===== src/rtl/rf_write_arbiter.sv =====
// -----------------------------------------------------------------------------
// rf_write_arbiter
//
// Shares the single register-file write port between the pipeline WB stage
// and a long-latency auxiliary unit (mult/div result return). Aux results are
// queued in a small FIFO. A busy scoreboard tracks the destination registers
// of issued aux ops and raises hazard_stall for RAW hazards in ID.
//
// Arbitration priority (combinational from registered state + requests):
//   1. FIFO head starved for STARVE_MAX cycles -> FIFO head, WB stalls
//   2. WB request with a non-zero destination    -> WB
//   3. FIFO non-empty                            -> FIFO head
//   4. (bypass build only) FIFO empty, live aux  -> aux result written directly
//
// Optional feature macro: RF_WRITE_ARBITER_BYPASS_EN
//   defined   : an aux result may be written in the cycle it arrives when the
//               FIFO is empty and WB does not want the port (zero latency).
//   undefined : every aux result goes through the FIFO (minimum latency 1).
// -----------------------------------------------------------------------------
module rf_write_arbiter #(
  parameter int DEPTH      = 2,  // aux FIFO entries, power of 2, >= 2
  parameter int STARVE_MAX = 4   // lost arbitration rounds before forcing
) (
  input  logic        clk,
  input  logic        reset,

  // WB stage
  input  logic        wb_we,
  input  logic [4:0]  wb_rd,
  input  logic [31:0] wb_data,
  output logic        wb_stall,

  // aux unit result return
  input  logic        aux_valid,
  output logic        aux_ready,
  input  logic [4:0]  aux_rd,
  input  logic [31:0] aux_data,

  // aux issue / ID-stage hazard check
  input  logic        aux_issue,
  input  logic [4:0]  aux_issue_rd,
  input  logic [4:0]  id_rs,
  input  logic [4:0]  id_rt,
  output logic        hazard_stall,

  // register file write port
  output logic        rf_we,
  output logic [4:0]  rf_wr,
  output logic [31:0] rf_wdata
);

  // ---------------------------------------------------------------------------
  // Local parameters and types
  // ---------------------------------------------------------------------------
  localparam int PTR_W = (DEPTH > 1) ? $clog2(DEPTH) : 1;
  localparam int CNT_W = $clog2(DEPTH + 1);
  localparam int STV_W = $clog2(STARVE_MAX + 1);

  localparam logic [CNT_W-1:0] FULL_CNT   = CNT_W'(DEPTH);
  localparam logic [STV_W-1:0] STARVE_LIM = STV_W'(STARVE_MAX);

  // One queued register-file write.
  typedef struct packed {
    logic [4:0]  rd;
    logic [31:0] data;
  } wr_req_t;

  // Who owns the write port this cycle.
  typedef enum logic [1:0] {
    SRC_NONE   = 2'd0,
    SRC_WB     = 2'd1,
    SRC_FIFO   = 2'd2,
    SRC_BYPASS = 2'd3
  } src_e;

  // ---------------------------------------------------------------------------
  // State
  // ---------------------------------------------------------------------------
  wr_req_t           fifo_mem [DEPTH];
  logic [PTR_W-1:0]  wr_ptr;
  logic [PTR_W-1:0]  rd_ptr;
  logic [CNT_W-1:0]  count;
  logic [STV_W-1:0]  starve_cnt;
  logic [31:1]       busy;        // register 0 has no busy bit

  // ---------------------------------------------------------------------------
  // Derived control
  // ---------------------------------------------------------------------------
  wr_req_t           head;
  logic              fifo_empty;
  logic              fifo_full;
  logic              wb_req;
  logic              starved;
  logic              push;
  logic              pop;
  logic              bypass;
  src_e              grant;
  logic [31:1]       busy_next;
  logic [31:0]       busy_ext;

  assign head       = fifo_mem[rd_ptr];
  assign fifo_empty = (count == '0);
  assign fifo_full  = (count == FULL_CNT);

  // Ready comes from registered occupancy only: a full FIFO never accepts,
  // even if the head pops in the same cycle.
  assign aux_ready  = !fifo_full;

  // Writes to r0 are architecturally void, so they never compete for the port.
  assign wb_req     = wb_we && (wb_rd != 5'd0);

  assign starved    = !fifo_empty && (starve_cnt >= STARVE_LIM);

  // Arbitrate the write port; the register file is never written in reset.
  always_comb begin
    // NOTE: every signal written in a combinational block gets a default
    // first, so no path leaves it unassigned and no latch is inferred.
    grant    = SRC_NONE;
    wb_stall = 1'b0;
    if (reset) begin
      grant = SRC_NONE;
    end else if (starved) begin
      grant    = SRC_FIFO;
      wb_stall = wb_req;
    end else if (wb_req) begin
      grant = SRC_WB;
    end else if (!fifo_empty) begin
      grant = SRC_FIFO;
`ifdef RF_WRITE_ARBITER_BYPASS_EN
    end else if (aux_valid && (aux_rd != 5'd0)) begin
      // FIFO is empty here, so aux_ready is high and the result can go
      // straight to the register file without being queued.
      grant = SRC_BYPASS;
`endif
    end
  end

  assign pop    = (grant == SRC_FIFO);
  assign bypass = (grant == SRC_BYPASS);

  // An aux result for r0 is accepted (handshake completes) but never stored.
  assign push   = aux_valid && aux_ready && (aux_rd != 5'd0) && !bypass;

  // Drive the register-file port from the granted source; zeros when idle.
  always_comb begin
    rf_we    = 1'b0;
    rf_wr    = 5'd0;
    rf_wdata = 32'd0;
    unique case (grant)
      SRC_WB: begin
        rf_we    = 1'b1;
        rf_wr    = wb_rd;
        rf_wdata = wb_data;
      end
      SRC_FIFO: begin
        rf_we    = 1'b1;
        rf_wr    = head.rd;
        rf_wdata = head.data;
      end
      SRC_BYPASS: begin
        rf_we    = 1'b1;
        rf_wr    = aux_rd;
        rf_wdata = aux_data;
      end
      default: begin
        rf_we    = 1'b0;
        rf_wr    = 5'd0;
        rf_wdata = 32'd0;
      end
    endcase
  end

  // ---------------------------------------------------------------------------
  // Aux FIFO
  // ---------------------------------------------------------------------------

  // Store accepted aux results at the write pointer.
  always_ff @(posedge clk) begin
    // NOTE: the storage array has no reset; validity is carried entirely by
    // the pointers and occupancy counter, which are reset.
    if (push) begin
      fifo_mem[wr_ptr] <= '{rd: aux_rd, data: aux_data};
    end
  end

  // Advance pointers and occupancy; a simultaneous push and pop leaves the
  // occupancy unchanged.
  always_ff @(posedge clk or posedge reset) begin
    // NOTE: sequential state is updated with non-blocking assignments so all
    // registers sample pre-edge values regardless of statement order.
    if (reset) begin
      wr_ptr <= '0;
      rd_ptr <= '0;
      count  <= '0;
    end else begin
      if (push) begin
        wr_ptr <= wr_ptr + PTR_W'(1);
      end
      if (pop) begin
        rd_ptr <= rd_ptr + PTR_W'(1);
      end
      unique case ({push, pop})
        2'b10:   count <= count + CNT_W'(1);
        2'b01:   count <= count - CNT_W'(1);
        default: count <= count;
      endcase
    end
  end

  // Count consecutive cycles the queued head lost the port; saturating.
  always_ff @(posedge clk or posedge reset) begin
    if (reset) begin
      starve_cnt <= '0;
    end else if (fifo_empty || pop) begin
      starve_cnt <= '0;
    end else if (starve_cnt < STARVE_LIM) begin
      starve_cnt <= starve_cnt + STV_W'(1);
    end
  end

  // ---------------------------------------------------------------------------
  // Busy scoreboard
  // ---------------------------------------------------------------------------

  // Next busy vector: clear on an aux write to the register, then set on
  // issue, so a same-cycle set wins over the clear.
  always_comb begin
    busy_next = busy;
    for (int i = 1; i < 32; i++) begin
      if (pop && (head.rd == 5'(i))) begin
        busy_next[i] = 1'b0;
      end
      if (bypass && (aux_rd == 5'(i))) begin
        busy_next[i] = 1'b0;
      end
      if (aux_issue && (aux_issue_rd == 5'(i))) begin
        busy_next[i] = 1'b1;
      end
    end
  end

  // Busy vector register.
  always_ff @(posedge clk or posedge reset) begin
    if (reset) begin
      busy <= '0;
    end else begin
      busy <= busy_next;
    end
  end

  // Hazard check uses registered busy only; bit 0 is tied low so r0 never
  // stalls.
  assign busy_ext     = {busy, 1'b0};
  assign hazard_stall = busy_ext[id_rs] | busy_ext[id_rt];

  // ---------------------------------------------------------------------------
  // Structural invariants
  // ---------------------------------------------------------------------------
  a_no_push_full : assert property (@(posedge clk) disable iff (reset)
    !(push && fifo_full));
  a_no_pop_empty : assert property (@(posedge clk) disable iff (reset)
    !(pop && fifo_empty));
  a_no_r0_write  : assert property (@(posedge clk) disable iff (reset)
    !(rf_we && (rf_wr == 5'd0)));

endmodule


===== config.mk =====
export PLATFORM = sky130hd
export DESIGN_NAME = rf_write_arbiter
export DESIGN_NICKNAME = d
export VERILOG_FILES = /design/src/rtl/rf_write_arbiter.sv
export SDC_FILE = /design/constraint.sdc
export NUM_CORES = 1
export LEC_CHECK = 0
export CORE_UTILIZATION = 35
export CTS_BUF_LIST = sky130_fd_sc_hd__clkbuf_2
export CTS_CLUSTER_SIZE = 12
export DETAILED_ROUTE_END_ITERATION = 6
export PLACE_DENSITY_LB_ADDON = 0.1
export SLEW_MARGIN = 40
export SYNTH_ARGS = -nofsm -noshare
export SYNTH_HDL_FRONTEND = slang
export SYNTH_SLANG_ARGS = --single-unit

===== constraint.sdc =====
create_clock -name clk -period 4.8 [get_ports clk]
set_input_delay 1.2 -clock clk [delete_from_list [all_inputs] [get_ports clk]]
set_output_delay 1.2 -clock clk [all_outputs]
set_load 0.01 [all_outputs]

Word level (Yosys, flattened, before mapping)
Memories as Yosys holds them, arrays and structs flattened.
Index checks and enable logic that the tools add are counted.
- register bits: 38
- bits in latches: 0
- memory bits (writable): 74
- memory bits (read-only): 0
- input port bits: 94
- output and inout bits: 41
- word-level logic and storage cells: 395
- memories: 1
- $add $sub $neg: 5
- multipliers: 0
- div/mod/pow operators: 0
- order comparisons: 4
- equality and inequality tests: 99
- shifts and indexed selects: 0
- muxes and demuxes: 111
- bitwise logic cells: 1
- reduce and logical (&&, ||, !) cells: 139
- memories (memory ; depth ; bits a word ; read ports ; clocked after Yosys merged registers in ; wr ports ; RTL line ; source):
    fifo_mem ; 2 ; 37 ; 1 ; 0 ; 1 ; 79 ; wr_req_t fifo_mem [DEPTH];
- operator list (operator ; number):
    == test 5 bit (second input constant) ; 48
    == test 5 x 4 -> 1 bit (second input constant) ; 24
    two-way mux 1 bit ; 100
    logical AND 1 bit ; 98
    one-hot mux 32 bit (3 select lines) ; 1
    nonzero test 3 bit ; 31
    == test 5 x 3 -> 1 bit (second input constant) ; 12
    == test 5 x 2 -> 1 bit (second input constant) ; 6
    == test 5 x 1 -> 1 bit (second input constant) ; 3
    one-hot mux 5 bit (3 select lines) ; 1
    less-than comparator 5 x 6 -> 1 bit (second input constant) ; 2
    binary-select mux 1 bit (select 5 bit) ; 2
    nonzero test 5 bit ; 2
    == test 2 bit (second input constant) ; 4
    two-way mux 2 bit ; 4
    two-way mux 3 bit ; 2
    == test 2 x 1 -> 1 bit (second input constant) ; 2
    one-hot mux 2 bit (2 select lines) ; 1
    nonzero test 2 bit ; 2
    adder 3 x 1 -> 3 bit (second input constant) ; 1
    >= comparator 3 bit (second input constant) ; 1
    logical NOT 1 bit ; 3
    less-than comparator 3 bit (second input constant) ; 1
    OR reduction 3 bit ; 1
    6 further kinds ; 7

Longest topological paths before layout
Gate-level depths: netlist of run 1.
- depth after elaboration: 10
- gate-level depth with buffers: 10
- depth with buffers taken out: 8

Worst setup path before layout of run 1
Ideal clock, no wire load.
- path type: input to output
- from: input port wb_rd[1]
- to: output port rf_wdata[10]
- data arrival time: 2.986 ns
- required time: 3.600 ns
- path slack: 0.614 ns
- cell stages on the path: 6
- path buffers: 2
- cells stage by stage: or4_4 > o211a_4 > or3_1 > buf_6 > clkbuf_1 > o21ai_0
- word-level cells in the longest chain between the ends: 7
- elaborated cells on any way between the ends: 9
- those cells by class: 3 x eq/ne; 4 x mux; 2 x reduce/logical
- RTL lines (item ; RTL line ; source):
    from (decl) ; 29 ; input logic [4:0] wb_rd,
    nonzero test 5 bit (*) ; 110 ; assign wb_req = wb_we && (wb_rd != 5'd0);
    logical AND 1 bit (*) ; 110 ;
    two-way mux 2 bit (*) ; 125 ; end else if (wb_req) begin
    two-way mux 2 bit (*) ; 122 ; end else if (starved) begin
    two-way mux 2 bit (*) ; 120 ; if (reset) begin
    == test 2 bit or == test 2 x 1 -> 1 bit (tied branches) ; 149 ; unique case (grant)
    one-hot mux 32 bit (3 select lines) (*) ; 149 ;
    to (decl) ; 49 ; output logic [31:0] rf_wdata
Every way passes the cells marked *; elsewhere a longest branch is shown, timed or not.

Worst setup path after layout of run 1
- from: input port wb_rd[1]
- to: output port rf_wdata[12]
The elaborated chain is that of the path after synthesis.

==> qor.yml, run 1 <==
fp.dieW_um: 127
synthFlopType: "edfxtp_1"
min_period_ns: 4.76
synthSimpleGateAreaFrac: 0.129
switchingPower_mw: 1.17
synthCells: 435
clk_latency_ns: 0.57
grt_pass1_wl_um: 22100
hold_buffers: 0
drive_gt1_frac: 0.111
cp-end-kind: "output port"
vias: 4141
rr_startpoint: "rd_ptr$_DFFE_PP0N_"
pwr_density_cell_nw_per_um2: 453
h-tree-depth: 3
area_delta_synth_final_pct: 32.1
worst_slack_ns: 0.0434
rsz0062_at_grt: "no"
slew_headroom: 0.500
max_freq_mhz: 210
viasPerCell: 5.40
fin_area_um2: 7200
async_reset_ff_frac: 0.339
hold_violations: 0
synth_area_leaders: "edfxtp_1 (41%), dfrtp_1 (17%), mux2i_1 (6.8%), mux4_2 (5.4%), o21ai_0 (3.9%)"
synth_top_family_by_area: "simple AND/OR/NAND/NOR gates"
synth_fa_ha_area_frac: 0.00459
path_clk_slew_ns: 0.27
hp-class: "flop to flop"
whs_ns: 0.539
fp.dieH_um: 127
synth_top_area_frac: 0.408
worstHoldStart: "count[1]$_DFFE_PP0P_"
cp_data_arrival_time_ns: 3.56
worstSetupPathType: "input port to output port"
fp-row-count: 45
core_um2: 15200
crit_path_start_kind: "input port"
yosys.area.top_type: "edfxtp_1"
num_io_pins: 135
period_share: 0.991
totalWireLength_um: 14100
final_nets: 669
seqPwrFrac: 0.475
grt_max_degree: 46
synth_compound_gate_area_share: 0.120
drtIter0Drc: 266
combinationalPowerShare: 0.398
synth_cell_types: 47
die_area_um2: 16100
total_power_mw: 3.26
synth_seq_cells: 112
grt_pass1_vias: 4148
path_max_fanout: 24
crit_start: "wb_rd[1]"
ir_worst_vdd_mv: 0.160
maxCapViolations: 0
switching_share: 0.360
antenna_found_initial: 2
setup_viol: 0
p_leak_nw: 2.70
clockBufferDepth: 2
track_usage: 0.181
initial_core_util: 0.359
clock_sinks: 112
root_buffer: "clkbuf_2"
avgRoutedWirePerCell_um: 18.3
status: "finished clean"
antenna_left: 0
avgSynthCellArea_um2: 12.5
yosysWarnings: 0
gp_congestion: 0.795
p_int_mw: 2.09
place_area_um2: 7100
worstMarginPinSlew_ns: 0.750
synth_mux_area_frac: 0.128
cts_tree: "done"
required_ns: 3.60
slew_violations: 0
dpl.hpwl_um: 10200
syn_nets: 531
synth_seq_area_share: 0.582
place_ws_ns: -0.310
cts_made_buffers: 9
netlist_area_um2: 5450
clock_power_share: 0.127
synthXorXnorAreaFrac: 0.00803
r2r_slack_ns: 2.43
remaining_drc_errors: 0
synth_edf_count: 74
port_buffers: 134
drt_first_pass_iters: 4
finalClockSkew_ns: 0.0269
grt_overflow: 0
==> power groups by stage <==
stage | combinational, mW | clock [mW] | sequential, mW
after CTS | 1.31 | 0.434 | 1.55
after floorplan | 0.843 | 0 | 1.50
final | 1.30 | 0.415 | 1.55
after global routing | 1.42 | 0.472 | 1.58
after global placement | 1.34 | 0 | 1.56
after detailed placement | 1.36 | 0 | 1.57
==> cell usage after synthesis, drive strengths merged (2+ instances only) <==
master,n
nand4b,5
a22o,5
nand3,20
nand2b,7
o2bb2ai,20
and4b,2
a32o,5
mux2i,37
nor3b,2
ha,2
a2111oi,2
mux2,3
nor2,13
nand3b,2
clkbuf,18
a21oi,5
nor3,5
a221oi,2
o31ai,4
dfrtp,38
inv,9
nor2b,7
edfxtp,74
mux4,13
or2,3
o21ai,43
nand4,16
nand2,46
o32ai,2
or4,2
nor4,2
a21o,3
buf,6
xnor2,4
==> layout make-up <==
cell class / count / area, um^2
clock inverter: 6 / 60.1
timing repair buffer: 151 / 1460
inverter: 10 / 42.5
multi-input combinational: 289 / 2170
tap: 188 / 235
fill: 1414 / 8000
antenna: 1 / 2.50
sequential: 112 / 3170
clock buffer: 10 / 50.0
==> routing by layer <==
| metal | vias to the layer above | part of all wire | global-route usage |
|---|---|---|---|
| li1 | 1965 | - | - |
| met1 | 2009 | 0.45 | 0.237 |
| met2 | 144 | 0.46 | 0.289 |
| met3 | 21 | 0.063 | 0.0405 |
| met4 | 2 | 0.024 | 0.0763 |
| met5 | - | 0.00092 | 0 |
==> sequential cells by signal, summed over array words and instances, names as in the netlist <==
register / flops
rd_ptr: 1
count: 2
busy: 31
starve_cnt: 3
wr_ptr: 1
fifo_mem: 74
==> path summary, 6_finish.rpt <==
check / cells past startpoint / to
worst min-delay path: 1 / count[1]$_DFFE_PP0P_
worst max register to register: 6 / busy[17]$_DFFE_PP0P_
min in group asynchronous: 4 / starve_cnt[0]$_DFFE_PP0P_
worst min register to register: 1 / count[1]$_DFFE_PP0P_
worst max-delay path: 7 / rf_wdata[12]
max in group asynchronous: 4 / rd_ptr$_DFFE_PP0N_
==> metrics by stage <==
step                       util  TNS, ns  std cells
final                     0.474        0        767
after global routing      0.474        0        767
after CTS                 0.473        0        766
after detailed placement  0.467    -7.76        750
after global placement    0.466    -6.25        750
after floorplan               -        0        435
==> critical path: stages <==
cell             delay (ns)
clkdlybuf4s50_1        0.45
or4_4                  0.58
o211a_4                0.25
or3_1                  0.40
buf_6                  0.19
o21ai_0                0.17
dlygate4sd2_1          0.29
==> repair_timing <==
item	in CTS	in global routing
gates resized for setup	41	28
setup endpoints to repair	38	29
gates cloned	0	0
pin swaps	1	0
buffers inserted	0	0
==> cell usage in the layout (no fill, tap or decap), types with 16 or more instances in the layout <==
cell,count
nand4_1,16
o2bb2ai_1,20
o21ai_0,37
nand3_1,20
mux2i_1,37
clkdlybuf4s50_1,96
nand2_1,46
dlygate4sd2_1,23
dfrtp_1,37
edfxtp_1,74
==> logic make-up (layout without fill, tap and decap cells) <==
family | Yosys count | after routing
buffers and inverters | 34 | 177
other | 0 | 1
XOR/XNOR | 5 | 5
AND/OR/NAND/NOR | 134 | 134
multiplexers | 53 | 53
AO/OA/AOI/OAI | 95 | 95
flip-flops | 112 | 112
adder cells (fa/ha/maj) | 2 | 2
Power figures use the tool's default switching activity.
==> inputs of run 2 (changes only) <==
Settings changed: ABC_CLOCK_PERIOD_IN_PS set to 5900, CAP_MARGIN set to 20.
Clock period 4.8 ns to 5.9 ns, I/O delays scaled along.
==> run 2 against run 1 <==
Compared with the run above: die area did not move; sequential power fell by 19%; final cell count fell by 0.52%; clock skew rose by 0.0050 ns; clock power fell by 29%; non-clock buffer count fell by 4; count of clock-buffer cells in the layout did not move; critical endpoint is now rf_wdata[2]; highest routed layer is now met4.
==> qor.yml, run 2 (synthesized netlist as in run 1, its figures left out) <==
largest_reg_flops: 74
clockBufferDepth: 2
worstSetupPathType: "input port to output port"
cp-end-kind: "output port"
final_common_cell: "clkdlybuf4s50_1"
period_share: 0.958
totalWireLength_um: 13900
cts_made_buffers: 9
total_power_mw: 2.66
grt_pass1_wl_um: 21500
maxCapViolations: 0
root_buffer: "clkbuf_2"
worstMarginPinSlew_ns: 0.773
cp_data_arrival_time_ns: 4.17
final_nets: 665
max_freq_mhz: 177
drive_gt1_frac: 0.0976
required_ns: 4.43
hp-class: "flop to flop"
setup_viol: 0
grt_max_degree: 49
fp-row-count: 45
clock_sinks: 112
grt_overflow: 0
initial_core_util: 0.359
port_buffers: 134
rsz0062_at_grt: "no"
path_max_fanout: 26
tns_ns: 0
fp.dieW_um: 127
crit_path_start_kind: "input port"
hold_buffers: 0
ir_worst_vdd_mv: 0.169
slew_headroom: 0.484
num_io_pins: 135
antenna_left: 0
vias: 4060
path_clk_slew_ns: 0.24
grt_pass1_vias: 4129
gp_congestion: 0.817
p_leak_nw: 2.56
hold_violations: 0
h-tree-depth: 3
drt_first_pass_iters: 4
cts_setup_buffers: 0
avgRoutedWirePerCell_um: 18.2
remaining_drc_errors: 0
track_usage: 0.179
pwr_density_cell_nw_per_um2: 370
top_regs: "fifo_mem (74), busy (31), starve_cnt (3)"
num-fill-cells: 1424
cts_tree: "done"
slew_violations: 0
status: "finished clean"
area_delta_synth_final_pct: 31.8
cts_resized: 0
viasPerCell: 5.32
die_area_um2: 16100
antenna_found_initial: 1
clk_latency_ns: 0.62
min_period_ns: 5.65
fp.dieH_um: 127
final_core_util: 0.473
finalClockSkew_ns: 0.0319
dpl.hpwl_um: 10400
core_um2: 15200
final_cell_mix: "clkdlybuf4s50_1 (134), edfxtp_1 (74), nand2_1 (46)"
drtIter0Drc: 197
regMostFlops: "fifo_mem"
==> run 2: changes by cell type in the layout (fill, tap and decap cells not counted), moves of 2 or more <==
cell	change
dlygate4sd2_1	-23
dlygate4sd1_1	-3
buf_6	-2
clkdlybuf4s15_1	-9
buf_4	-5
o21ai_1	-6
buf_8	+4
o21ai_0	+6
clkdlybuf4s50_1	+38
clkbuf_2	-2
==> run 2: metal layers <==
layer  global-route usage  part of all wire  vias to the layer above
met4               0.0896             0.027                        0
met5                    0                 0                        -
li1                     -                 -                     1955
met3               0.0392             0.057                       20
met1                0.232              0.45                     1966
met2                0.284              0.46                      119
==> run 2: path summary, 6_finish.rpt <==
kind	slack, ns	end	cells past startpoint	startpoint
worst max-delay path	0.25	rf_wdata[2]	7	wb_rd[1]
min in group asynchronous	1.50	starve_cnt[2]$_DFFE_PP0P_	4	reset
worst max register to register	3.49	busy[17]$_DFFE_PP0P_	6	rd_ptr$_DFFE_PP0N_
worst min register to register	0.53	count[1]$_DFFE_PP0P_	1	count[1]$_DFFE_PP0P_
max in group asynchronous	4.02	rd_ptr$_DFFE_PP0N_	4	reset
worst min-delay path	0.53	count[1]$_DFFE_PP0P_	1	count[1]$_DFFE_PP0P_
==> run 2: where the power goes <==
group | switching, mW | total, mW | internal (mW)
Combinational | 0.557 | 1.11 | 0.555
Sequential | 0.152 | 1.25 | 1.10
Clock | 0.242 | 0.296 | 0.0541
Total | 0.951 | 2.66 | 1.71
==> run 2: critical path: stages <==
cell	delay [ns]
clkdlybuf4s50_1	0.44
or4_4	0.58
o211a_4	0.28
or3_1	0.38
buf_4	0.23
o21ai_0	0.22
clkdlybuf4s50_1	0.57
==> run 2: layout make-up <==
cell class	instances	area (um^2)	share of cell area
repair buffers	147	1480	0.206
inverters	10	42.5	0.00592
flip-flops and latches	112	3170	0.442
diodes	1	2.50	0.000348
clock inverters	6	36.3	0.00505
clock buffers	10	50.0	0.00696
multi-input cells	289	2160	0.301
well taps	188	235	0.0327
==> run 2: metrics by stage <==
step | setup slack, ns | instances | instance area (um^2) | hold slack (ns)
global placement | 0.252 | 742 | 7020 | 0.487
global route | 0.124 | 763 | 7190 | 0.566
detailed placement | 0.230 | 746 | 7090 | 0.496
finish | 0.251 | 763 | 7190 | 0.533
floorplan | 1.16 | 435 | 5450 | 0.463
CTS | 0.220 | 762 | 7180 | 0.527
